File: src/rtl/resolution_overlay_pkg.sv
// -----------------------------------------------------------------------------
// resolution_overlay_pkg
// Shared definitions for the resolution text overlay:
//   RESLINE_SIZE  width of one resolution-text ROM row (pixels per line)
//   ROM_ROW_W     address width of the 16-row text ROM
//   COORD_W       width of the video timing counters
//   BIT_CNT_W     width of the emitted-bit counter in the shifter
//   SUB_CNT_W     width of the pixel-repeat sub-counter (scale up to 8x)
//   OverlayState  sequencer state encoding
//   line_offset   line distance from the window top, one bit wider than the
//                 counter so lines above the window wrap to large values
// -----------------------------------------------------------------------------
package resolution_overlay_pkg;

    localparam int RESLINE_SIZE = 136;
    localparam int ROM_ROW_W    = 4;
    localparam int COORD_W      = 12;
    localparam int BIT_CNT_W    = 8;
    localparam int SUB_CNT_W    = 3;

    typedef enum logic [2:0] {
        IDLE  = 3'd0,
        FETCH = 3'd1,
        LOAD  = 3'd2,
        ARMED = 3'd3,
        SHIFT = 3'd4,
        DONE  = 3'd5
    } OverlayState;

    function automatic logic [COORD_W:0] line_offset(
        input logic [COORD_W-1:0] counter_y,
        input logic [COORD_W-1:0] y_start
    );
        return {1'b0, counter_y} - {1'b0, y_start};
    endfunction

endpackage

File: src/rtl/resolution_overlay_if.sv
// -----------------------------------------------------------------------------
// resolution_overlay_if
// Bundles the timing-generator, ROM and pixel-mux signals of the overlay.
//   enable, line_start, counter_x, counter_y : from the video timing generator
//   rom_addr (out) / rom_q (in)              : resolution text ROM port
//   overlay_px, overlay_active               : to the pixel mux
//   debug_state                              : live sequencer state
// Signalling contract: there is no valid/ready pair. line_start is a one-cycle
// strobe that is always accepted; counter_y and enable only matter while it is
// high. rom_q must hold the row addressed by rom_addr one cycle after rom_addr
// changes. overlay_px is meaningful only while overlay_active is high (and is
// forced to 0 otherwise).
// master: the surrounding video pipeline; slave: the overlay sequencer.
// -----------------------------------------------------------------------------
interface resolution_overlay_if;
    import resolution_overlay_pkg::*;

    logic                    enable;
    logic                    line_start;
    logic [COORD_W-1:0]      counter_x;
    logic [COORD_W-1:0]      counter_y;
    logic [ROM_ROW_W-1:0]    rom_addr;
    logic [RESLINE_SIZE-1:0] rom_q;
    logic                    overlay_px;
    logic                    overlay_active;
    OverlayState             debug_state;

    modport master (
        output enable, line_start, counter_x, counter_y, rom_q,
        input  rom_addr, overlay_px, overlay_active, debug_state
    );

    modport slave (
        input  enable, line_start, counter_x, counter_y, rom_q,
        output rom_addr, overlay_px, overlay_active, debug_state
    );

endinterface

File: src/rtl/resolution_overlay_shifter.sv
// -----------------------------------------------------------------------------
// resolution_overlay_shifter
// Holds one glyph row and walks it out MSB-first, repeating each bit
// 2^SCALE_LOG2 cycles.
//   clock, reset : pixel clock, synchronous active-high reset
//   load         : capture data, clear both counters
//   data         : ROM row to capture
//   run          : advance one pixel this cycle
//   shift_bit    : current row bit (register MSB)
//   last         : high in the cycle that advances past the final pixel
// -----------------------------------------------------------------------------
module resolution_overlay_shifter
    import resolution_overlay_pkg::*;
#(
    parameter int SCALE_LOG2 = 1
) (
    input  logic                    clock,
    input  logic                    reset,
    input  logic                    load,
    input  logic [RESLINE_SIZE-1:0] data,
    input  logic                    run,
    output logic                    shift_bit,
    output logic                    last
);

    localparam logic [SUB_CNT_W-1:0] SUB_LAST = SUB_CNT_W'((1 << SCALE_LOG2) - 1);
    localparam logic [BIT_CNT_W-1:0] BIT_LAST = BIT_CNT_W'(RESLINE_SIZE - 1);

    logic [RESLINE_SIZE-1:0] shreg;
    logic [SUB_CNT_W-1:0]    sub_cnt;
    logic [BIT_CNT_W-1:0]    bit_cnt;
    logic                    sub_wrap;

    // The current bit has been shown for its full repeat count.
    assign sub_wrap = (sub_cnt == SUB_LAST);

    always_ff @(posedge clock) begin
        if (reset) begin
            shreg   <= '0;
            sub_cnt <= '0;
            bit_cnt <= '0;
        end else if (load) begin
            shreg   <= data;
            sub_cnt <= '0;
            bit_cnt <= '0;
        end else if (run) begin
            if (sub_wrap) begin
                sub_cnt <= '0;
                shreg   <= {shreg[RESLINE_SIZE-2:0], 1'b0};
                bit_cnt <= bit_cnt + 1'b1;
            end else begin
                sub_cnt <= sub_cnt + 1'b1;
            end
        end
    end

    assign shift_bit = shreg[RESLINE_SIZE-1];
    assign last      = run && sub_wrap && (bit_cnt == BIT_LAST);

endmodule

File: src/rtl/resolution_overlay.sv
// -----------------------------------------------------------------------------
// resolution_overlay
// Per-line sequencer for the resolution text overlay. On every line_start it
// decides whether the line falls in the overlay window, fetches the matching
// ROM row, arms on X_START and then emits the row with integer pixel scaling.
//   clock, reset : pixel clock, synchronous active-high reset
//   bus (slave)  : timing inputs, ROM port, overlay outputs, debug_state
// Parameters:
//   X_START     first active column of the window
//   Y_START     first active line of the window
//   SCALE_LOG2  log2 of the pixel/line repeat factor, 0..3
// Output timing: the pixel for counter_x = X_START + n appears one cycle later.
// -----------------------------------------------------------------------------
module resolution_overlay
    import resolution_overlay_pkg::*;
#(
    parameter int X_START    = 32,
    parameter int Y_START    = 16,
    parameter int SCALE_LOG2 = 1
) (
    input logic                clock,
    input logic                reset,
    resolution_overlay_if.slave bus
);

    localparam logic [COORD_W-1:0] X_START_C = COORD_W'(X_START);
    localparam logic [COORD_W-1:0] Y_START_C = COORD_W'(Y_START);

    OverlayState            state;
    logic [ROM_ROW_W-1:0]   rom_addr_q;
    logic                   px_q;
    logic                   active_q;

    logic [COORD_W:0]       dy;
    logic [COORD_W:0]       dy_scaled;
    logic                   line_in_window;
    logic [ROM_ROW_W-1:0]   row;

    logic                   arm_hit;
    logic                   sh_load;
    logic                   sh_run;
    logic                   sh_bit;
    logic                   sh_last;

    // Row index. dy carries an extra bit so lines above the window do not
    // alias onto valid rows; the explicit >= check keeps that unambiguous.
    always_comb begin
        dy             = line_offset(bus.counter_y, Y_START_C);
        dy_scaled      = dy >> SCALE_LOG2;
        line_in_window = (bus.counter_y >= Y_START_C) && (dy_scaled < 13'd16);
        row            = dy_scaled[ROM_ROW_W-1:0];
    end

    // The first pixel is emitted on the same edge that leaves ARMED, so the
    // shifter must already count that cycle. line_start always wins, which
    // also freezes the shifter on an abort edge.
    assign arm_hit = (state == ARMED) && (bus.counter_x == X_START_C);
    assign sh_load = !bus.line_start && (state == LOAD);
    assign sh_run  = !bus.line_start && (arm_hit || (state == SHIFT));

    resolution_overlay_shifter #(
        .SCALE_LOG2 (SCALE_LOG2)
    ) u_shifter (
        .clock     (clock),
        .reset     (reset),
        .load      (sh_load),
        .data      (bus.rom_q),
        .run       (sh_run),
        .shift_bit (sh_bit),
        .last      (sh_last)
    );

    always_ff @(posedge clock) begin
        if (reset) begin
            state      <= IDLE;
            rom_addr_q <= '0;
            px_q       <= 1'b0;
            active_q   <= 1'b0;
        end else if (bus.line_start) begin
            // A new line restarts the sequence from any state, including a
            // line that is still being emitted.
            px_q     <= 1'b0;
            active_q <= 1'b0;
            if (bus.enable && line_in_window) begin
                state      <= FETCH;
                rom_addr_q <= row;
            end else begin
                state <= IDLE;
            end
        end else begin
            px_q     <= 1'b0;
            active_q <= 1'b0;
            case (state)
                FETCH: state <= LOAD;
                LOAD:  state <= ARMED;
                ARMED: begin
                    if (arm_hit) begin
                        state    <= SHIFT;
                        active_q <= 1'b1;
                        px_q     <= sh_bit;
                    end else if (bus.counter_x > X_START_C) begin
                        // Row arrived after the window start: skip this line.
                        state <= DONE;
                    end
                end
                SHIFT: begin
                    active_q <= 1'b1;
                    px_q     <= sh_bit;
                    if (sh_last) begin
                        state <= DONE;
                    end
                end
                default: ;
            endcase
        end
    end

    assign bus.rom_addr       = rom_addr_q;
    assign bus.overlay_px     = px_q;
    assign bus.overlay_active = active_q;
    assign bus.debug_state    = state;

endmodule

File: src/flat_wrapper.sv
// flat-port wrapper written by rule: the top's interface ports become plain ports
module resolution_overlay_flat import resolution_overlay_pkg::*;
#(
    parameter int X_START    = 32,
    parameter int Y_START    = 16,
    parameter int SCALE_LOG2 = 1
)
  (clock, reset, bus_enable, bus_line_start, bus_counter_x, bus_counter_y, bus_rom_q, bus_rom_addr, bus_overlay_px, bus_overlay_active, bus_debug_state);
  resolution_overlay_if bus_i ();
  input logic clock;
  input logic reset;
  input wire logic [$bits(bus_i.enable)-1:0] bus_enable;
  input wire logic [$bits(bus_i.line_start)-1:0] bus_line_start;
  input wire logic [$bits(bus_i.counter_x)-1:0] bus_counter_x;
  input wire logic [$bits(bus_i.counter_y)-1:0] bus_counter_y;
  input wire logic [$bits(bus_i.rom_q)-1:0] bus_rom_q;
  output wire logic [$bits(bus_i.rom_addr)-1:0] bus_rom_addr;
  output wire logic [$bits(bus_i.overlay_px)-1:0] bus_overlay_px;
  output wire logic [$bits(bus_i.overlay_active)-1:0] bus_overlay_active;
  output wire logic [$bits(bus_i.debug_state)-1:0] bus_debug_state;
  assign bus_i.enable = bus_enable;
  assign bus_i.line_start = bus_line_start;
  assign bus_i.counter_x = bus_counter_x;
  assign bus_i.counter_y = bus_counter_y;
  assign bus_i.rom_q = bus_rom_q;
  assign bus_rom_addr = bus_i.rom_addr;
  assign bus_overlay_px = bus_i.overlay_px;
  assign bus_overlay_active = bus_i.overlay_active;
  assign bus_debug_state = bus_i.debug_state;
  resolution_overlay #(.X_START(X_START), .Y_START(Y_START), .SCALE_LOG2(SCALE_LOG2)) u_core (.clock(clock), .reset(reset), .bus(bus_i));
endmodule
File: config.mk
export PLATFORM = sky130hd
export DESIGN_NAME = resolution_overlay_flat
export DESIGN_NICKNAME = d
export VERILOG_FILES = /design/src/rtl/resolution_overlay_pkg.sv /design/src/rtl/resolution_overlay_if.sv /design/src/rtl/resolution_overlay_shifter.sv /design/src/rtl/resolution_overlay.sv /design/src/flat_wrapper.sv
export SDC_FILE = /design/constraint.sdc
export NUM_CORES = 1
export LEC_CHECK = 0
export CORE_ASPECT_RATIO = 0.7
export CORE_MARGIN = 2
export CORE_UTILIZATION = 50
export CTS_CLUSTER_DIAMETER = 100
export DETAILED_ROUTE_END_ITERATION = 10
export GPL_TIMING_DRIVEN = 0
export PLACE_DENSITY = 0.8
export SKIP_LAST_GASP = 1
export SLEW_MARGIN = 20
export SYNTH_ARGS = -nofsm -noshare
export SYNTH_HDL_FRONTEND = slang
export SYNTH_SLANG_ARGS = --single-unit
File: constraint.sdc
create_clock -name clock -period 3.9 [get_ports clock]
set_input_delay 1.17 -clock clock [delete_from_list [all_inputs] [get_ports clock]]
set_output_delay 1.17 -clock clock [all_outputs]
set_load 0.02 [all_outputs]
==> impl_metrics.py <==
metrics = {
    "synthesis": {
        "ys_ff_latch": 156,
        "ys_seq_area_frac": 0.423,
        "synth_cell_types": 40,
        "avgSynthCellArea_um2": 8.39,
        "synthFlopType": "dfxtp_1",
        "synth_edf_count": 0,
        "ys_async_sr_fraction": 0,
        "syn_area_mm2": 0.00739,
        "syn_inst": 880,
        "synth_nets": 1046,
        "ys_warn_count": 0,
    },
    "global_route": {
        "overflow": 0,
        "grt_pass1_vias": 6956,
        "grt_pass1_wl_mm": 33.8,
        "grt_usage": 0.267,
        "grt_max_degree": 17,
        "antenna_found_initial": 0,
    },
    "sta": {
        "rsz0062_at_grt": "no",
        "hold_slack_ps": 463,
        "min_period_over_period": 0.912,
        "setup_viol": 0,
        "tns_ps": 0,
        "max_slew.worst_pin.slew_ps": 942,
        "finClkSkew_ps": 6.72,
        "max_freq_ghz": 0.281,
        "maxSlewViolCount": 0,
        "hold_violations": 0,
        "max-slew-margin-rel": 0.372,
        "fin_crit_ps": 3560,
    },
    "place": {
        "portBuffers": 171,
        "dp_cells": 1246,
        "place_hpwl_mm": 14.7,
        "routabilityCongestion": 0.784,
    },
    "cells_and_area": {
        "fin_nets": 1236,
        "final_cells": 1278,
        "area_growth_pct": 34.3,
        "n_antenna_cell": 0,
        "drive_gt1_frac": 0.141,
        "fillCellCount": 1203,
    },
    "worst_setup_path": {
        "r2r_end": "u_core.u_shifter.shreg[67]",
        "critPathBufInv": 4,
        "crit_start": "bus_line_start",
        "rr_startpoint": "u_core.bus.debug_state[2]",
        "crit_path_end_kind": "flop",
        "crit_end": "u_core.u_shifter.shreg[67]",
        "worstRegToRegCells": 7,
        "crit_fanout": 10,
        "cp.depth": 7,
        "cp_common_cell": "clkbuf_1",
        "r2r_slack_ps": 1130,
        "worstPathArrival_ps": 3870,
        "critPathMaxStageDelay_ps": 710,
        "cpMaxStageDelayCell": "clkbuf_1",
        "path_cells": "clkdlybuf4s50_1 > or3_1 > clkbuf_1 > buf_2 > clkbuf_1 > nor2_1 > nor4_1",
        "critPathLaunchType": "primary input",
        "critPathTopFamily": "buffers and inverters",
        "crit_type": "primary input to flop",
        "crit_required_ps": 4220,
    },
    "route": {
        "drc": 0,
        "wl_mm": 20.9,
        "drt-initial-drc-count": 490,
        "wl_per_cell_um": 16.3,
        "ant_nets": 0,
        "vias_per_cell": 5.56,
        "vias": 7108,
        "firstDrtPassIters": 5,
    },
    "pwr": {
        "peakVddDrop_uv": 278,
        "p_leak_nw": 3.38,
        "powerDensity_mw_per_mm2": 400,
    },
    "floorplan": {
        "die_w_um": 149,
        "rows": 37,
        "start_util": 0.506,
        "dieArea_mm2": 0.0158,
        "io_pins": 173,
        "die_h_um": 106,
        "coreArea_mm2": 0.0146,
    },
    "cts": {
        "cts-hold-fix-buffers": 0,
        "insertion_delay_ps": 420,
        "post-cts-setup-buffer-count": 0,
        "cts_root_buffer": "clkbuf_16",
        "h-tree-depth": 4,
        "cts_inserted_buffers": 17,
        "clk_pin_slew_ps": 60,
        "cts_resized": 0,
        "ctsLongestPathBuffers": 2,
        "cts_tree": "done",
        "cts_sinks": 156,
    },
    "job": {
        "maxCapViolations": 0,
    },
    "status": {
        "status": "complete, no violations",
    },
    "worst_hold_path": {
        "hold_class": "flop to flop",
    },
}
[cells by family after synthesis]
group / share of synthesized area
adders and majority gates: 0.00339
buffers and inverters: 0.0603
and+or+nand+nor: 0.231
AOI/OAI and AO/OA: 0.270
muxes: 0.00678
DFF: 0.423
xor gates and xnor gates: 0.00593
[per-layer routing]
layer | up-vias | share of wire | track usage
li1 | 3498 | - | -
met1 | 3306 | 0.46 | 0.379
met2 | 261 | 0.44 | 0.404
met3 | 43 | 0.079 | 0.0519
met4 | 0 | 0.021 | 0.0946
met5 | - | 0 | 0
[cells in the final DEF, fill, tap and decap left out, types with 2 or more instances in the layout]
cell and instances:
o21ai_0 8, inv_6 5, o211ai_1 2, clkbuf_16 17, buf_1 7, and2_1 2
a211oi_1 22, clkinvlp_4 3, ha_1 2, a21oi_1 119, or4_1 3, xnor2_1 5
a211oi_2 88, buf_6 13, or3_1 5, mux2i_1 5, nand3_1 3, inv_1 6
nand2_1 118, nand2b_1 3, nor2_1 149, clkinv_2 2, dfxtp_1 156, clkdlybuf4s50_1 171
clkbuf_1 56, clkinv_4 2, o2111ai_1 2, nor3_1 55, buf_2 5, nand4b_1 3
nor4_1 21, nor4_2 8
[area by class of cell]
class	count	area, µm²	share of cell area
Buffer	82	423	0.0426
Clock buffer	18	439	0.0443
Clock inverter	14	135	0.0136
Inverter	6	22.5	0.00227
Multi-Input combinational cell	636	3820	0.385
Sequential cell	156	3120	0.315
Tap cell	195	244	0.0246
Timing Repair Buffer	171	1710	0.173
[worst reg2reg max path: cells and delay by family (launching register included)]
kind | cells | cell delay, ps
buf+inv | 3 | 1590
flops | 1 | 440
simple gates | 4 | 630
[worst min path at each step]
stage	start	end	slack, ps	cells past startpoint
6_report	u_core.u_shifter.shreg[129]	u_core.u_shifter.shreg[129]	460	2
5_1_grt	u_core.u_shifter.shreg[133]	u_core.u_shifter.shreg[133]	480	2
4_1_cts	u_core.u_shifter.shreg[128]	u_core.u_shifter.shreg[128]	470	2
3_5_place_dp	u_core.u_shifter.shreg[128]	u_core.u_shifter.shreg[128]	460	2
3_3_place_gp	u_core.u_shifter.shreg[117]	u_core.u_shifter.shreg[117]	450	2
2_1_floorplan	u_core.u_shifter.shreg[135]	u_core.bus.overlay_px	430	1
[metrics by stage]
| stage | worst slack, ps | instance area [µm²] | power, mW | utilization |
|---|---|---|---|---|
| after CTS | 390 | 9920 | 3.97 | 0.680 |
| after floorplan | 1190 | 7390 | 2.11 | - |
| after detailed placement | -21.8 | 9340 | 2.37 | 0.641 |
| final | 344 | 9920 | 3.97 | 0.680 |
| after global placement | 34.5 | 9340 | 2.35 | 0.641 |
| after global routing | 215 | 9920 | 4.11 | 0.680 |
[sequential cells by signal (all words and copies together) (netlist names)]
name and count:
u_core.u_shifter.bit_cnt 8, u_core.bus.overlay_active 1, u_core.bus.rom_addr 4, u_core.bus.overlay_px 1, u_core.u_shifter.shreg 136, u_core.u_shifter.sub_cnt 3, u_core.bus.debug_state 3
[synthesized netlist by cell type (6+ instances only)]
| library cell | number | area [µm²] |
|---|---|---|
| clkbuf_1 | 56 | 210 |
| buf_1 | 7 | 26.3 |
| nor2_1 | 149 | 559 |
| nand2_1 | 118 | 443 |
| dfxtp_1 | 156 | 3120 |
| nor4_1 | 21 | 131 |
| nor4_2 | 8 | 100 |
| a211oi_1 | 22 | 165 |
| inv_1 | 6 | 22.5 |
| a211oi_2 | 88 | 1100 |
| buf_6 | 13 | 146 |
| o21ai_0 | 8 | 40.0 |
| nor3_1 | 55 | 275 |
| a21oi_1 | 119 | 596 |
[power breakdown]
part / total [mW] / leakage [nW] / switching, mW / internal, mW
clock: 1.62 / 0.276 / 0.709 / 0.909
combinational: 0.585 / 1.84 / 0.286 / 0.299
sequential: 1.76 / 1.27 / 0.0599 / 1.70
total: 3.97 / 3.38 / 1.06 / 2.91
Power figures use the tool's default switching activity.
